$ cat src/rtl/ram_loader.sv
`default_nettype none
// ram_loader: streams DEPTH bytes plus a checksum into an external RAM, reads them back
// to verify, and hands the RAM to the CPU port when idle or verified.  Revision 1.0
module ram_loader #(
  parameter int DEPTH = 16,
  parameter int AW    = 4,
  parameter int DW    = 8
) (
  input  logic          clk,
  input  logic          n_rst,
  input  logic          start,
  input  logic          in_valid,
  input  logic [DW-1:0] in_data,
  output logic          in_ready,
  input  logic [AW-1:0] cpu_addr,
  input  logic          cpu_n_ce,
  output logic          cpu_grant,
  output logic          ram_prog_mode,
  output logic [AW-1:0] ram_address,
  output logic [DW-1:0] ram_din,
  output logic          ram_n_ce,
  input  logic [DW-1:0] ram_dout,
  output logic          busy,
  output logic          done,
  output logic          err
);

  typedef enum logic [2:0] {
    IDLE   = 3'd0,
    LOAD   = 3'd1,
    CHK    = 3'd2,
    VERIFY = 3'd3,
    DONE   = 3'd4,
    ERR    = 3'd5
  } state_t;

  localparam logic [AW:0] c_LAST    = (AW+1)'(DEPTH - 1);
  localparam logic [AW:0] c_PTR_ONE = (AW+1)'(1);

  state_t        r_state, w_state_nxt;
  logic [AW:0]   r_ptr, w_ptr_nxt;
  logic [DW-1:0] r_exp, w_exp_nxt;
  logic [DW-1:0] r_wsum, w_wsum_nxt;
  logic [DW-1:0] r_rsum, w_rsum_nxt;
  logic [DW-1:0] w_rsum_add;
  logic          r_busy, r_done, r_err;

  assign w_rsum_add = r_rsum + ram_dout;

  always_ff @(posedge clk or negedge n_rst) begin
    if (!n_rst) begin
      r_state <= IDLE;
    end else begin
      r_state <= w_state_nxt;
    end
  end

  always_comb begin
    w_state_nxt   = r_state;
    w_ptr_nxt     = r_ptr;
    w_exp_nxt     = r_exp;
    w_wsum_nxt    = r_wsum;
    w_rsum_nxt    = r_rsum;
    in_ready      = 1'b0;
    cpu_grant     = 1'b0;
    ram_prog_mode = 1'b0;
    ram_address   = '0;
    ram_din       = '0;
    ram_n_ce      = 1'b1;

    case (r_state)
      IDLE, DONE, ERR: begin
        if (r_state != ERR) begin
          cpu_grant   = 1'b1;
          ram_address = cpu_addr;
          ram_n_ce    = cpu_n_ce;
        end
        if (start) begin
          w_ptr_nxt   = '0;
          w_wsum_nxt  = '0;
          w_rsum_nxt  = '0;
          w_state_nxt = LOAD;
        end
      end
      LOAD: begin
        in_ready      = 1'b1;
        ram_prog_mode = in_valid;
        ram_address   = r_ptr[AW-1:0];
        ram_din       = in_data;
        if (in_valid) begin
          w_wsum_nxt = r_wsum + in_data;
          if (r_ptr == c_LAST) begin
            w_ptr_nxt   = '0;
            w_state_nxt = CHK;
          end else begin
            w_ptr_nxt = r_ptr + c_PTR_ONE;
          end
        end
      end
      CHK: begin
        in_ready = 1'b1;
        if (in_valid) begin
          w_exp_nxt   = in_data;
          w_state_nxt = VERIFY;
        end
      end
      VERIFY: begin
        ram_n_ce    = 1'b0;
        ram_address = r_ptr[AW-1:0];
        w_rsum_nxt  = w_rsum_add;
        w_ptr_nxt   = r_ptr + c_PTR_ONE;
        // Pass needs the readback to agree with both the sender's checksum and what was written.
        if (r_ptr == c_LAST) begin
          w_state_nxt = (w_rsum_add == r_exp && w_rsum_add == r_wsum) ? DONE : ERR;
        end
      end
      default: w_state_nxt = IDLE;
    endcase
  end

  always_ff @(posedge clk or negedge n_rst) begin
    if (!n_rst) begin
      r_ptr  <= '0;
      r_exp  <= '0;
      r_wsum <= '0;
      r_rsum <= '0;
      r_busy <= 1'b0;
      r_done <= 1'b0;
      r_err  <= 1'b0;
    end else begin
      r_ptr  <= w_ptr_nxt;
      r_exp  <= w_exp_nxt;
      r_wsum <= w_wsum_nxt;
      r_rsum <= w_rsum_nxt;
      // Status flags are decoded from the next state so they line up with r_state.
      r_busy <= (w_state_nxt == LOAD) || (w_state_nxt == CHK) || (w_state_nxt == VERIFY);
      r_done <= (w_state_nxt == DONE);
      r_err  <= (w_state_nxt == ERR);
    end
  end

  assign busy = r_busy;
  assign done = r_done;
  assign err  = r_err;

endmodule
`default_nettype wire

$ cat config.mk
export PLATFORM = sky130hd
export DESIGN_NAME = ram_loader
export DESIGN_NICKNAME = d
export VERILOG_FILES = /design/src/rtl/ram_loader.sv
export SDC_FILE = /design/constraint.sdc
export NUM_CORES = 1
export LEC_CHECK = 0
export BUFFER_PORTS_ARGS = -buffer_cell sky130_fd_sc_hd__buf_2
export CAP_MARGIN = 0
export CORE_MARGIN = 4
export CORE_UTILIZATION = 57
export DETAILED_ROUTE_END_ITERATION = 10
export PLACE_DENSITY = 0.81
export SYNTH_ARGS = -nofsm -noshare
export SYNTH_HDL_FRONTEND = slang
export SYNTH_SLANG_ARGS = --single-unit
$ cat constraint.sdc
create_clock -name clk -period 2.7 [get_ports clk]
set_input_delay 0.54 -clock clk [delete_from_list [all_inputs] [get_ports clk]]
set_output_delay 0.54 -clock clk [all_outputs]
set_load 0.005 [all_outputs]
==> reports/qor.json <==
{
  "edff_count_synth": {"value": 0},
  "worst_ep_arrival_time": {"value": 2700, "unit": "ps"},
  "fin_area": {"value": 2984, "unit": "um2"},
  "worst_path_largest_cell_delay": {"value": 440, "unit": "ps"},
  "crit_required": {"value": 2920, "unit": "ps"},
  "cp_class": {"value": "flop to flop"},
  "top_post_synthesis_cells_by_area": {"value": "sky130_fd_sc_hd__dfrtp_1, sky130_fd_sc_hd__ha_1, sky130_fd_sc_hd__nor2_1, sky130_fd_sc_hd__a21oi_1, sky130_fd_sc_hd__mux2_2"},
  "cts.root.buffer_cell": {"value": "sky130_fd_sc_hd__clkbuf_8"},
  "end_kind": {"value": "flop"},
  "power_switching_share": {"value": 44.19, "unit": "%"},
  "syn-cell-area": {"value": 2597, "unit": "um2"},
  "tritoncts_num_sinks": {"value": 35},
  "finish.utilization": {"value": 68.07, "unit": "%"},
  "fin_nets": {"value": 378},
  "drt_iter0_drc": {"value": 133},
  "initial_core_util": {"value": 59.25, "unit": "%"},
  "reg2reg_from": {"value": "r_rsum[0]"},
  "timing.slew.headroom": {"value": 49.28, "unit": "%"},
  "ir_worst_vdd": {"value": 0.5195, "unit": "mV"},
  "ys_warn_count": {"value": 0},
  "htree_levels": {"value": 2},
  "first_global_vias": {"value": 2120},
  "drc": {"value": 0},
  "initial_antenna_violation_count": {"value": 0},
  "synthesis.area_per_instance": {"value": 9.050, "unit": "um2"},
  "cp_max_fo": {"value": 3},
  "power_per_cell_area": {"value": 1115, "unit": "nW/um2"},
  "power_switching": {"value": 1470, "unit": "uW"},
  "async_flop_share": {"value": 100.0, "unit": "%"},
  "crit-reg2reg-capture": {"value": "done"},
  "drt-total-wl": {"value": 5966, "unit": "um"},
  "startpoint_type": {"value": "flop"},
  "synth_xor_xnor_area_share": {"value": 4.046, "unit": "%"},
  "finalHoldWorstSlack": {"value": 320.9, "unit": "ps"},
  "hold_viol": {"value": 0},
  "num-fill-cells": {"value": 380},
  "tns": {"value": 0, "unit": "ps"},
  "grt_overflow": {"value": 0},
  "die-area": {"value": 5701, "unit": "um2"},
  "synth.ff_latch_count": {"value": 35},
  "period_share": {"value": 91.81, "unit": "%"},
  "cts_made_buffers": {"value": 5},
  "cp_cell_sequence": {"value": "ha_1 -> inv_1 -> fa_1 -> xor2_1 -> mux2i_1 -> nor4_2 -> o21ai_2 -> a2111oi_4 -> a22o_1"},
  "global_route_usage_sum": {"value": 22.38, "unit": "%"},
  "via_count": {"value": 2273},
  "placement.io_buffers": {"value": 43},
  "cts_tree": {"value": "done"},
  "status": {"value": "finished clean"},
  "cts_hold_buf": {"value": 0},
  "final.setup_skew": {"value": 5.652, "unit": "ps"},
  "cts.path.max_buffers": {"value": 2},
  "number_of_nets_produced_by_synthesis": {"value": 331},
  "final-max-slew-violation-count": {"value": 0},
  "synthDominantAreaCellType": {"value": "sky130_fd_sc_hd__dfrtp_1"},
  "dominantRegCellSynth": {"value": "sky130_fd_sc_hd__dfrtp_1"},
  "synth_compound_gate_area_share": {"value": 20.52, "unit": "%"},
  "share_of_total_power_in_combinational_logic": {"value": 57.4, "unit": "%"},
  "maxCapViolations": {"value": 0},
  "r2r.worst_path.cells": {"value": 9},
  "floorplan.core_area": {"value": 4384, "unit": "um2"},
  "dp_hpwl": {"value": 4636, "unit": "um"},
  "postPlaceCellArea": {"value": 2880, "unit": "um2"},
  "worst_min_delay_path_class": {"value": "input pin to asynchronous set/reset pin"},
  "cts_resized": {"value": 0},
  "rows": {"value": 24},
  "cp.buffers_inverters": {"value": 1},
  "max_clock_freq": {"value": 403.4, "unit": "MHz"},
  "chipWidth": {"value": 75.51, "unit": "um"},
  "crit_slowest_cell": {"value": "sky130_fd_sc_hd__fa_1"},
  "drt-wirelength-per-cell": {"value": 15.42, "unit": "um"},
  "ff2ff_setup_slack": {"value": 220, "unit": "ps"},
  "post-synth-top-area-fraction": {"value": 33.72, "unit": "%"},
  "cellLeakagePower": {"value": 0.001407, "unit": "uW"},
  "yosys.area_share.adder": {"value": 9.730, "unit": "%"},
  "via_per_inst": {"value": 5.873},
  "first_pass_grt_wire_length": {"value": 9680, "unit": "um"},
  "place_worst_setup_slack": {"value": -30.24, "unit": "ps"},
  "sequentialPowerShare": {"value": 30.0, "unit": "%"},
  "ys_seq_area_share": {"value": 33.72, "unit": "%"},
  "post_cts_buffers": {"value": 0},
  "path_clk_slew": {"value": 70, "unit": "ps"},
  "worst_slew_pin_slew": {"value": 760.9, "unit": "ps"},
  "rsz0062_at_grt": {"value": "no"},
  "combinational_family_with_the_most_area_after_synthesis": {"value": "simple AND/OR/NAND/NOR gates"},
  "final_cell_mix": {"value": "sky130_fd_sc_hd__buf_2, sky130_fd_sc_hd__nor2_1, sky130_fd_sc_hd__dfrtp_1"},
  "layout_commonest_cell": {"value": "sky130_fd_sc_hd__buf_2"},
  "setup_violations": {"value": 0},
  "drt_pre_antenna_iters": {"value": 4},
  "io_pins": {"value": 44},
  "fp.dieH": {"value": 75.51, "unit": "um"},
  "antenna-diode-count": {"value": 0},
  "gp_routability_congestion": {"value": 0.8671},
  "synth_cells": {"value": 287},
  "worst_path_dominant_cell_family": {"value": "compound AO/OA/AOI/OAI gates"},
  "yosys.cell_types.count": {"value": 53},
  "worst_skew_pair.late_latency": {"value": 290, "unit": "ps"},
  "final_layout_size_suffix_gt1_share": {"value": 22.99, "unit": "%"},
  "ant_nets": {"value": 0},
  "final.min_clock_period": {"value": 2479, "unit": "ps"},
  "pwr-share-clk": {"value": 12.6, "unit": "%"},
  "internal_power": {"value": 1857, "unit": "uW"},
  "areaGrowthSynthToFinish": {"value": 14.88, "unit": "%"},
  "synthSimpleGateAreaFrac": {"value": 22.16, "unit": "%"},
  "grt_start_max_net_pins": {"value": 36},
  "setup_ws": {"value": 221.1, "unit": "ps"},
  "post_synth_mux_area_share": {"value": 7.033, "unit": "%"}
}
[worst max path at each step]
stage                      startpoint    endpoint  slack [ps]  depth (start not counted)
after detailed placement  ram_dout[0]        done         -30                         10
after CTS                   r_rsum[0]        done         210                          9
after global placement    ram_dout[0]  r_state[0]          80                         10
after global routing        r_rsum[0]         err          90                          9
after floorplan           ram_dout[0]         err         290                          9
final                       r_rsum[0]        done         220                          9
[state kept, by name (all words and copies together) (netlist names)]
| signal | cells |
|---|---|
| busy | 1 |
| done | 1 |
| err | 1 |
| r_exp | 8 |
| r_ptr | 5 |
| r_rsum | 8 |
| r_state | 3 |
| r_wsum | 8 |
[power groups by stage]
stage / combinational, uW / sequential (uW) / clock (uW)
final: 1910 / 999 / 420
after floorplan: 1490 / 909 / 0
after global placement: 1830 / 984 / 0
after global routing: 2140 / 1040 / 446
after CTS: 1920 / 994 / 430
after detailed placement: 1900 / 1000 / 0
[through the flow]
stage	std cells	total power [uW]
after global routing	387	3617
after floorplan	287	2400
after detailed placement	379	2907
after global placement	379	2818
final	387	3327
after CTS	387	3340
[synthesized netlist by cell type (2+ instances only)]
cell	number
sky130_fd_sc_hd__and2_1	3
sky130_fd_sc_hd__o211ai_1	4
sky130_fd_sc_hd__or2_1	2
sky130_fd_sc_hd__o21bai_1	2
sky130_fd_sc_hd__a21o_1	3
sky130_fd_sc_hd__a22o_1	7
sky130_fd_sc_hd__clkbuf_1	3
sky130_fd_sc_hd__mux2i_1	7
sky130_fd_sc_hd__nand2b_1	3
sky130_fd_sc_hd__o21ai_0	10
sky130_fd_sc_hd__inv_1	10
sky130_fd_sc_hd__nor3_1	11
sky130_fd_sc_hd__fa_1	2
sky130_fd_sc_hd__nor3b_1	3
sky130_fd_sc_hd__nand3_1	3
sky130_fd_sc_hd__nor2_1	38
sky130_fd_sc_hd__a21oi_1	22
sky130_fd_sc_hd__ha_1	17
sky130_fd_sc_hd__and3_1	9
sky130_fd_sc_hd__buf_2	4
sky130_fd_sc_hd__nand2_1	23
sky130_fd_sc_hd__nor2b_1	3
sky130_fd_sc_hd__xnor2_1	4
sky130_fd_sc_hd__or2_2	2
sky130_fd_sc_hd__o21ai_2	2
sky130_fd_sc_hd__o31ai_1	4
sky130_fd_sc_hd__xor2_1	8
sky130_fd_sc_hd__dfrtp_1	35
sky130_fd_sc_hd__o21ai_1	3
sky130_fd_sc_hd__a211oi_1	5
sky130_fd_sc_hd__o21a_1	4
sky130_fd_sc_hd__mux2_2	8
sky130_fd_sc_hd__or3_1	2
sky130_fd_sc_hd__a211oi_2	2
[metal layers]
metal	up-vias	wire, um	GRT usage, %
met5	-	0	0
met3	5	330	3.694
met1	1078	2664	29.07
li1	1131	-	-
met4	0	72	6.408
met2	59	2899	38.45
[cell families after synthesis]
group | Yosys count
muxes | 16
adders and majority gates | 19
buffers and inverters | 18
and+or+nand+nor | 113
DFF | 35
xor gates and xnor gates | 12
AOI/OAI and AO/OA | 74
[final cells by class]
| class | instances | area (um2) | share of cell area (%) |
|---|---|---|---|
| Inverter | 10 | 37.54 | 1.258 |
| Clock buffer | 7 | 96.34 | 3.229 |
| Multi-Input combinational cell | 234 | 1649 | 55.26 |
| Tap cell | 52 | 65.06 | 2.180 |
| Sequential cell | 35 | 875.8 | 29.35 |
| Clock inverter | 1 | 7.507 | 0.2516 |
| Timing Repair Buffer | 48 | 252.7 | 8.470 |
(Power assumes the default switching activity.)
